==> src/rtl/leve1_trap_ctrl.sv <==
// leve1_trap_ctrl: M-mode trap-entry / MRET sequencer that also arbitrates the CSR file port
//    CLK, RST          clock; asynchronous active-high reset
//    TRAP_*, XRET_*    level-held requests, one-cycle ACK pulses
//    PIPE_CSR_*        execute-stage CSR port, passed through while idle
//    PIPE_STALL        pipeline hold while the sequencer owns the CSR port
//    CSR_*             CSR file port; CSR_RD arrives the cycle after CSR_RA
//    MODE              current privilege level
//    REDIRECT(_PC)     one-cycle fetch redirect and its target
module leve1_trap_ctrl #(
   parameter int XLEN = 64
) (
   input  logic            CLK,
   input  logic            RST,
   input  logic            TRAP_REQ,
   input  logic [XLEN-1:0] TRAP_CAUSE,
   input  logic [XLEN-1:0] TRAP_EPC,
   input  logic [XLEN-1:0] TRAP_TVAL,
   output logic            TRAP_ACK,
   input  logic            XRET_REQ,
   output logic            XRET_ACK,
   input  logic [11:0]     PIPE_CSR_RA,
   input  logic [1:0]      PIPE_CSR_WCMD,
   input  logic [11:0]     PIPE_CSR_WA,
   input  logic [XLEN-1:0] PIPE_CSR_WD,
   output logic            PIPE_STALL,
   output logic [11:0]     CSR_RA,
   input  logic [XLEN-1:0] CSR_RD,
   output logic [1:0]      CSR_WCMD,
   output logic [11:0]     CSR_WA,
   output logic [XLEN-1:0] CSR_WD,
   output logic [1:0]      MODE,
   output logic            REDIRECT,
   output logic [XLEN-1:0] REDIRECT_PC
);
   localparam logic [1:0] CSR_NONE  = 2'd0;
   localparam logic [1:0] CSR_WRITE = 2'd3;
   localparam logic [1:0] MODE_M    = 2'd3;
   localparam logic [1:0] MODE_U    = 2'd0;
   typedef enum logic [3:0] {IDLE, T_EPC, T_CAUSE, T_TVAL, T_STAT, T_REDIR, X_RS, X_RE, X_WR, X_REDIR} state_t;
   state_t state_q, state_d;
   logic [XLEN-1:0] cause_q, cause_d, epc_q, epc_d, tval_q, tval_d;
   logic [XLEN-1:0] mstat_q, mstat_d, mtvec_q, mtvec_d;
   logic [1:0] mode_q, mode_d, mpp_q, mpp_d;
   logic [XLEN-1:0] base, vec_tgt, mst_trap, mst_ret;
   assign base    = {mtvec_q[XLEN-1:2], 2'b00};
   // vectored target: carry out of the XLEN-wide add is dropped
   assign vec_tgt = base + {{(XLEN-8){1'b0}}, cause_q[5:0], 2'b00};
   assign MODE    = mode_q;
   always_comb begin
      mst_trap        = mstat_q;
      mst_trap[7]     = mstat_q[3];
      mst_trap[3]     = 1'b0;
      mst_trap[12:11] = mode_q;
      mst_ret         = mstat_q;
      mst_ret[3]      = mstat_q[7];
      mst_ret[7]      = 1'b1;
      mst_ret[12:11]  = MODE_U;
   end
   always_ff @(posedge CLK or posedge RST) begin
      if (RST) begin
         state_q <= IDLE;
         cause_q <= '0;
         epc_q   <= '0;
         tval_q  <= '0;
         mstat_q <= '0;
         mtvec_q <= '0;
         mode_q  <= MODE_M;
         mpp_q   <= '0;
      end else begin
         state_q <= state_d;
         cause_q <= cause_d;
         epc_q   <= epc_d;
         tval_q  <= tval_d;
         mstat_q <= mstat_d;
         mtvec_q <= mtvec_d;
         mode_q  <= mode_d;
         mpp_q   <= mpp_d;
      end
   end
   always_comb begin
      state_d     = state_q;
      cause_d     = cause_q;
      epc_d       = epc_q;
      tval_d      = tval_q;
      mstat_d     = mstat_q;
      mtvec_d     = mtvec_q;
      mode_d      = mode_q;
      mpp_d       = mpp_q;
      TRAP_ACK    = 1'b0;
      XRET_ACK    = 1'b0;
      PIPE_STALL  = state_q != IDLE;
      CSR_RA      = '0;
      CSR_WCMD    = CSR_NONE;
      CSR_WA      = '0;
      CSR_WD      = '0;
      REDIRECT    = 1'b0;
      REDIRECT_PC = '0;
      case (state_q)
         IDLE: begin
            CSR_RA = PIPE_CSR_RA;
            CSR_WA = PIPE_CSR_WA;
            CSR_WD = PIPE_CSR_WD;
            // the faulting instruction does not commit, so its CSR write is dropped
            CSR_WCMD = TRAP_REQ ? CSR_NONE : PIPE_CSR_WCMD;
            if (TRAP_REQ) begin
               TRAP_ACK = 1'b1;
               cause_d  = TRAP_CAUSE;
               epc_d    = {TRAP_EPC[XLEN-1:1], 1'b0};
               tval_d   = TRAP_TVAL;
               state_d  = T_EPC;
            end else if (XRET_REQ) begin
               XRET_ACK = 1'b1;
               state_d  = X_RS;
            end
         end
         T_EPC: begin
            CSR_WCMD = CSR_WRITE;
            CSR_WA   = 12'h341;
            CSR_WD   = epc_q;
            CSR_RA   = 12'h300;
            state_d  = T_CAUSE;
         end
         T_CAUSE: begin
            CSR_WCMD = CSR_WRITE;
            CSR_WA   = 12'h342;
            CSR_WD   = cause_q;
            CSR_RA   = 12'h305;
            mstat_d  = CSR_RD;
            state_d  = T_TVAL;
         end
         T_TVAL: begin
            CSR_WCMD = CSR_WRITE;
            CSR_WA   = 12'h343;
            CSR_WD   = tval_q;
            mtvec_d  = CSR_RD;
            state_d  = T_STAT;
         end
         T_STAT: begin
            CSR_WCMD = CSR_WRITE;
            CSR_WA   = 12'h300;
            CSR_WD   = mst_trap;
            state_d  = T_REDIR;
         end
         T_REDIR: begin
            REDIRECT    = 1'b1;
            REDIRECT_PC = (mtvec_q[1:0] == 2'b01 && cause_q[XLEN-1]) ? vec_tgt : base;
            mode_d      = MODE_M;
            state_d     = IDLE;
         end
         X_RS: begin
            CSR_RA  = 12'h300;
            state_d = X_RE;
         end
         X_RE: begin
            CSR_RA  = 12'h341;
            mstat_d = CSR_RD;
            state_d = X_WR;
         end
         X_WR: begin
            CSR_WCMD = CSR_WRITE;
            CSR_WA   = 12'h300;
            CSR_WD   = mst_ret;
            epc_d    = {CSR_RD[XLEN-1:1], 1'b0};
            mpp_d    = mstat_q[12:11];
            state_d  = X_REDIR;
         end
         X_REDIR: begin
            REDIRECT    = 1'b1;
            REDIRECT_PC = epc_q;
            mode_d      = mpp_q;
            state_d     = IDLE;
         end
         default: state_d = IDLE;
      endcase
      // while reset is held the idle pass-through and request acks are masked too
      if (RST) begin
         TRAP_ACK   = 1'b0;
         XRET_ACK   = 1'b0;
         PIPE_STALL = 1'b0;
         CSR_RA     = '0;
         CSR_WCMD   = CSR_NONE;
         CSR_WA     = '0;
         CSR_WD     = '0;
      end
   end
endmodule

==> config.mk <==
export PLATFORM = sky130hd
export DESIGN_NAME = leve1_trap_ctrl
export DESIGN_NICKNAME = d
export VERILOG_FILES = /design/src/rtl/leve1_trap_ctrl.sv
export SDC_FILE = /design/constraint.sdc
export NUM_CORES = 1
export LEC_CHECK = 0
export ABC_AREA = 1
export BUFFER_PORTS_ARGS = -buffer_cell sky130_fd_sc_hd__buf_2
export CORE_ASPECT_RATIO = 1.1
export CORE_MARGIN = 1
export CORE_UTILIZATION = 48
export CTS_CLUSTER_DIAMETER = 120
export CTS_CLUSTER_SIZE = 16
export DETAILED_ROUTE_END_ITERATION = 8
export PLACE_DENSITY = 0.77
export RECOVER_POWER = 100
export SKIP_LAST_GASP = 1
export SLEW_MARGIN = 20
export SYNTH_ARGS = -nofsm -noshare
export SYNTH_HDL_FRONTEND = slang
export SYNTH_SLANG_ARGS = --single-unit
==> constraint.sdc <==
create_clock -name CLK -period 9.5 [get_ports CLK]
set_input_delay 0.95 -clock CLK [delete_from_list [all_inputs] [get_ports CLK]]
set_output_delay 0.95 -clock CLK [all_outputs]
set_load 0.02 [all_outputs]
* Word level (Yosys, flattened, before mapping)
Index checks and enable logic that the tools add are counted.
Word-level totals: input bits 350, bits in registers 328, logic and storage cells 59
Cells by class: reductions and logical operators 12, add/sub/neg operators 1, equal/unequal tests 12, multiplexer cells 26
Operators with widths (count):
- $pmux 64 s6 | 1
- $pmux 64 s2 | 2
- $mux 64 | 3
- $add 64x8->64 | 1
- $pmux 12 s5 | 1
- $pmux 12 s4 | 1
- $pmux 4 s8 | 1
- $mux 12 | 2
- $eq 4x3->1 const B | 4
- $mux 1 | 9
- $eq 4x2->1 const B | 2
- $eq 4x4->1 const B | 2
- $mux 4 | 2
- $pmux 2 s2 | 2
- $reduce_or 2->1 | 4
- $reduce_or 5->1 | 1
- $eq 4x1->1 const B | 1
- $logic_not 4->1 | 1
- $mux 2 | 2
- $reduce_and 2->1 | 2
- $reduce_bool 2->1 | 2
- $reduce_bool 4->1 | 1
- $ne 3x3->1 const B | 1
- $eq 2x1->1 const B | 1
- 2 further kinds | 2

* Logic depth before layout (Yosys ltp)
word-level depth 4, depth in mapped cells 15, gate-level depth less buffers 15

* Least setup slack after synthesis
Ideal clock, no wire load.
path type input-to-output, start point in RST, end point out CSR_WA[8], required time 8550 ps, data arrival time 9264 ps, setup slack -714 ps, cell stages on the path 4, cell sequence clkbuf_1 -> inv_1 -> nand3_1 -> nand2_1
On the way: longest elaborated chain between the ends 1
Ends and longest elaborated chain:
- from (decl) | RTL line 13 | input logic RST,
- $mux 12 | RTL line 176 | if (RST) begin
- to (decl) | RTL line 29 | output logic [11:0] CSR_WA,
No other way between the ends.

* Final worst setup path
start point in RST, end point out CSR_WA[9]
The elaborated chain is that of the path after synthesis.

==> qor.yml <==
final_util: 0.568
fin_setup_tns_ns: 0
clk-insertion-delay-late_ns: 0.57
slew_headroom: -1.33
htreeDepth: 1
rows: 75
area_growth_syn_to_layout_pct: 16.6
dp_hpwl_um: 58500
critPathLaunchType: "primary input"
final_cell_mix: "923 x nand2_1, 365 x buf_2, 325 x dfrtp_1"
cts_buffers: 24
core_area_um2: 38200
antenna_found_initial: 33
vdd_drop_max_uv: 195
worstMarginPinSlew_ns: 3.50
drc_errors: 0
finalSetupViolations: 0
final_common_cell: "nand2_1"
grt_first_pass_wirelength_um: 116000
synthDistinctLibCells: 50
crit_chain: "buf_2 > clkbuf_1 > clkinvlp_2 > nand3_1 > nand2_1 > clkbuf_1"
period_needed_ns: 7.02
hold_class: "register to register"
crit_arrival_ns: 6.07
synth_top_area_share: 0.437
wl_per_cell_um: 22.0
fin_nets: 3399
drtAntennaViolNets: 0
skew_ns: 0.0157
grt_pass1_vias: 18851
tritoncts: "yes"
die-area_um2: 39600
grt.overflow.total: 0
ys_ff_latch: 327
syn-cell-area_um2: 18600
cts_buffer_depth: 3
required_ns: 8.55
power_frac_comb: 0.484
cp-end-kind: "primary output"
yosysTopAreaCell: "dfrtp_1"
swShare: 0.494
start_util: 0.487
critPathBufInv: 4
powerDensity_nw_per_um2: 323
path_max_fanout: 49
path_clk_slew_ns: 0.07
ys.flop_type: "dfrtp_1"
fin_hold_ws_ns: 0.475
leakagePower_nw: 10.6
fp.dieW_um: 190
postCtsSetupRepairBufs: 0
syn-num-nets: 2992
hold_violations: 0
cpMaxStageDelayCell: "clkbuf_1"
finalMaxSlewViolations: 625
seq_area_frac_synth: 0.440
clock_sinks: 327
wl_um: 78800
cts-root-buf: "clkbuf_16"
power.total_mw: 7.00
status: "finished, violations left"
drt-pass1-iter-count: 8
synthArstFlopShare: 1.00
track_usage: 0.394
grt_max_degree: 167
ys_warn_count: 0
period_share: 0.739
layout-drive-gt1-share: 0.142
reg2reg_slack_ns: 2.93
maxCapViolCount: 10
portBuffers: 507
first_iter_violations: 2665
fill_cells: 3829
path_class: "primary input to primary output"
path_delay_family: "buffers and inverters"
ioPinCount: 510
seqPwrFrac: 0.373
synth-edff-count: 0
max_freq_mhz: 142
vias: 20353
syn_area_per_cell_um2: 7.06
switching_power_mw: 3.46
synth.area.top_cells: "dfrtp_1 44%, nand2_1 19%, o21ai_0 7.2%"
crit_top_cell: "clkbuf_1"
ctsHoldBuffers: 0
syn_inst: 2635
avgViaCountPerCell: 5.69
cpPeakStageDelay_ns: 2.01
rsz0062_at_grt: "false"
clkPwrFrac: 0.143
cts_resized: 0
internal_power_mw: 3.55
gp_congestion: 1.05
violations: "max-capacitance violations, max-slew violations"
die_height_um: 209
-- routing by layer --
layer | up-vias | global-route usage | share of wire
met5 | - | 0 | 0.00043
met4 | 6 | 0.157 | 0.043
met3 | 188 | 0.0697 | 0.11
met2 | 1213 | 0.585 | 0.44
met1 | 9666 | 0.568 | 0.41
li1 | 9280 | - | -
-- power groups by stage --
stage               Combinational (mW)  Sequential, mW  Clock, mW
floorplan                         2.37            2.40          0
global placement                  3.27            2.56          0
detailed placement                3.34            2.60          0
CTS                               3.36            2.58       1.01
global route                      3.73            2.67       1.05
finish                            3.39            2.61       1.00
-- cell usage after synthesis, types with 15 or more instances --
library cell / instances
a41oi_1: 17
o22ai_1: 48
nand2_1: 920
nor3_1: 15
clkbuf_1: 44
dfrtp_1: 325
a21oi_1: 47
a211oi_1: 38
buf_2: 80
nand4_1: 20
nand3_1: 165
inv_1: 292
nor2_1: 195
o211ai_1: 39
o21ai_0: 267
-- per-stage QoR --
step | setup slack [ns] | cells | instance area [um^2]
final | 2.48 | 3579 | 21700
after global routing | 2.15 | 3578 | 21700
after CTS | 4.43 | 3550 | 21900
after detailed placement | 5.02 | 3516 | 21300
after global placement | 5.07 | 3516 | 21300
after floorplan | 1.42 | 2635 | 18600
-- layout make-up --
type | count | area (um^2) | area share
Multi-Input combinational cell | 1863 | 8530 | 0.393
Sequential cell | 327 | 8190 | 0.377
Timing Repair Buffer | 524 | 2470 | 0.114
Inverter | 302 | 1140 | 0.0525
Clock buffer | 33 | 656 | 0.0302
Tap cell | 500 | 626 | 0.0288
Antenna cell | 29 | 72.6 | 0.00335
Clock inverter | 1 | 11.3 | 0.000519
-- tightest hold or removal path: cells and delay by family, from the launching register on --
kind	cells	cell delay (ns)
DFF	1	0.34
and+or+nand+nor	2	0.10
-- cell families after synthesis --
| logic type | Yosys count | synth area share |
|---|---|---|
| other | 1 | 0.000201 |
| muxes | 1 | 0.000605 |
| xor gates and xnor gates | 4 | 0.00188 |
| and+or+nand+nor | 1364 | 0.304 |
| DFF | 327 | 0.440 |
| AOI/OAI and AO/OA | 486 | 0.150 |
| buffers and inverters | 445 | 0.0980 |
| adders and majority gates | 7 | 0.00511 |
-- sequential cells by signal, summed over array words and instances, names as in the netlist --
register and cells:
mstat_q 64, mpp_q 2, epc_q 63, MODE 2, state_q 4, cause_q 64
tval_q 64, mtvec_q 64
-- path summary, 6_finish.rpt --
check | startpoint | to | cells after the start
min | cause_q[44] | cause_q[44] | 2
max in group asynchronous | RST | mtvec_q[52] | 5
min reg2reg | cause_q[44] | cause_q[44] | 2
min in group asynchronous | RST | cause_q[3] | 3
max | RST | CSR_WA[9] | 6
max reg2reg | state_q[0] | epc_q[20] | 10
No activity file was read; power rests on OpenSTA's default activity.
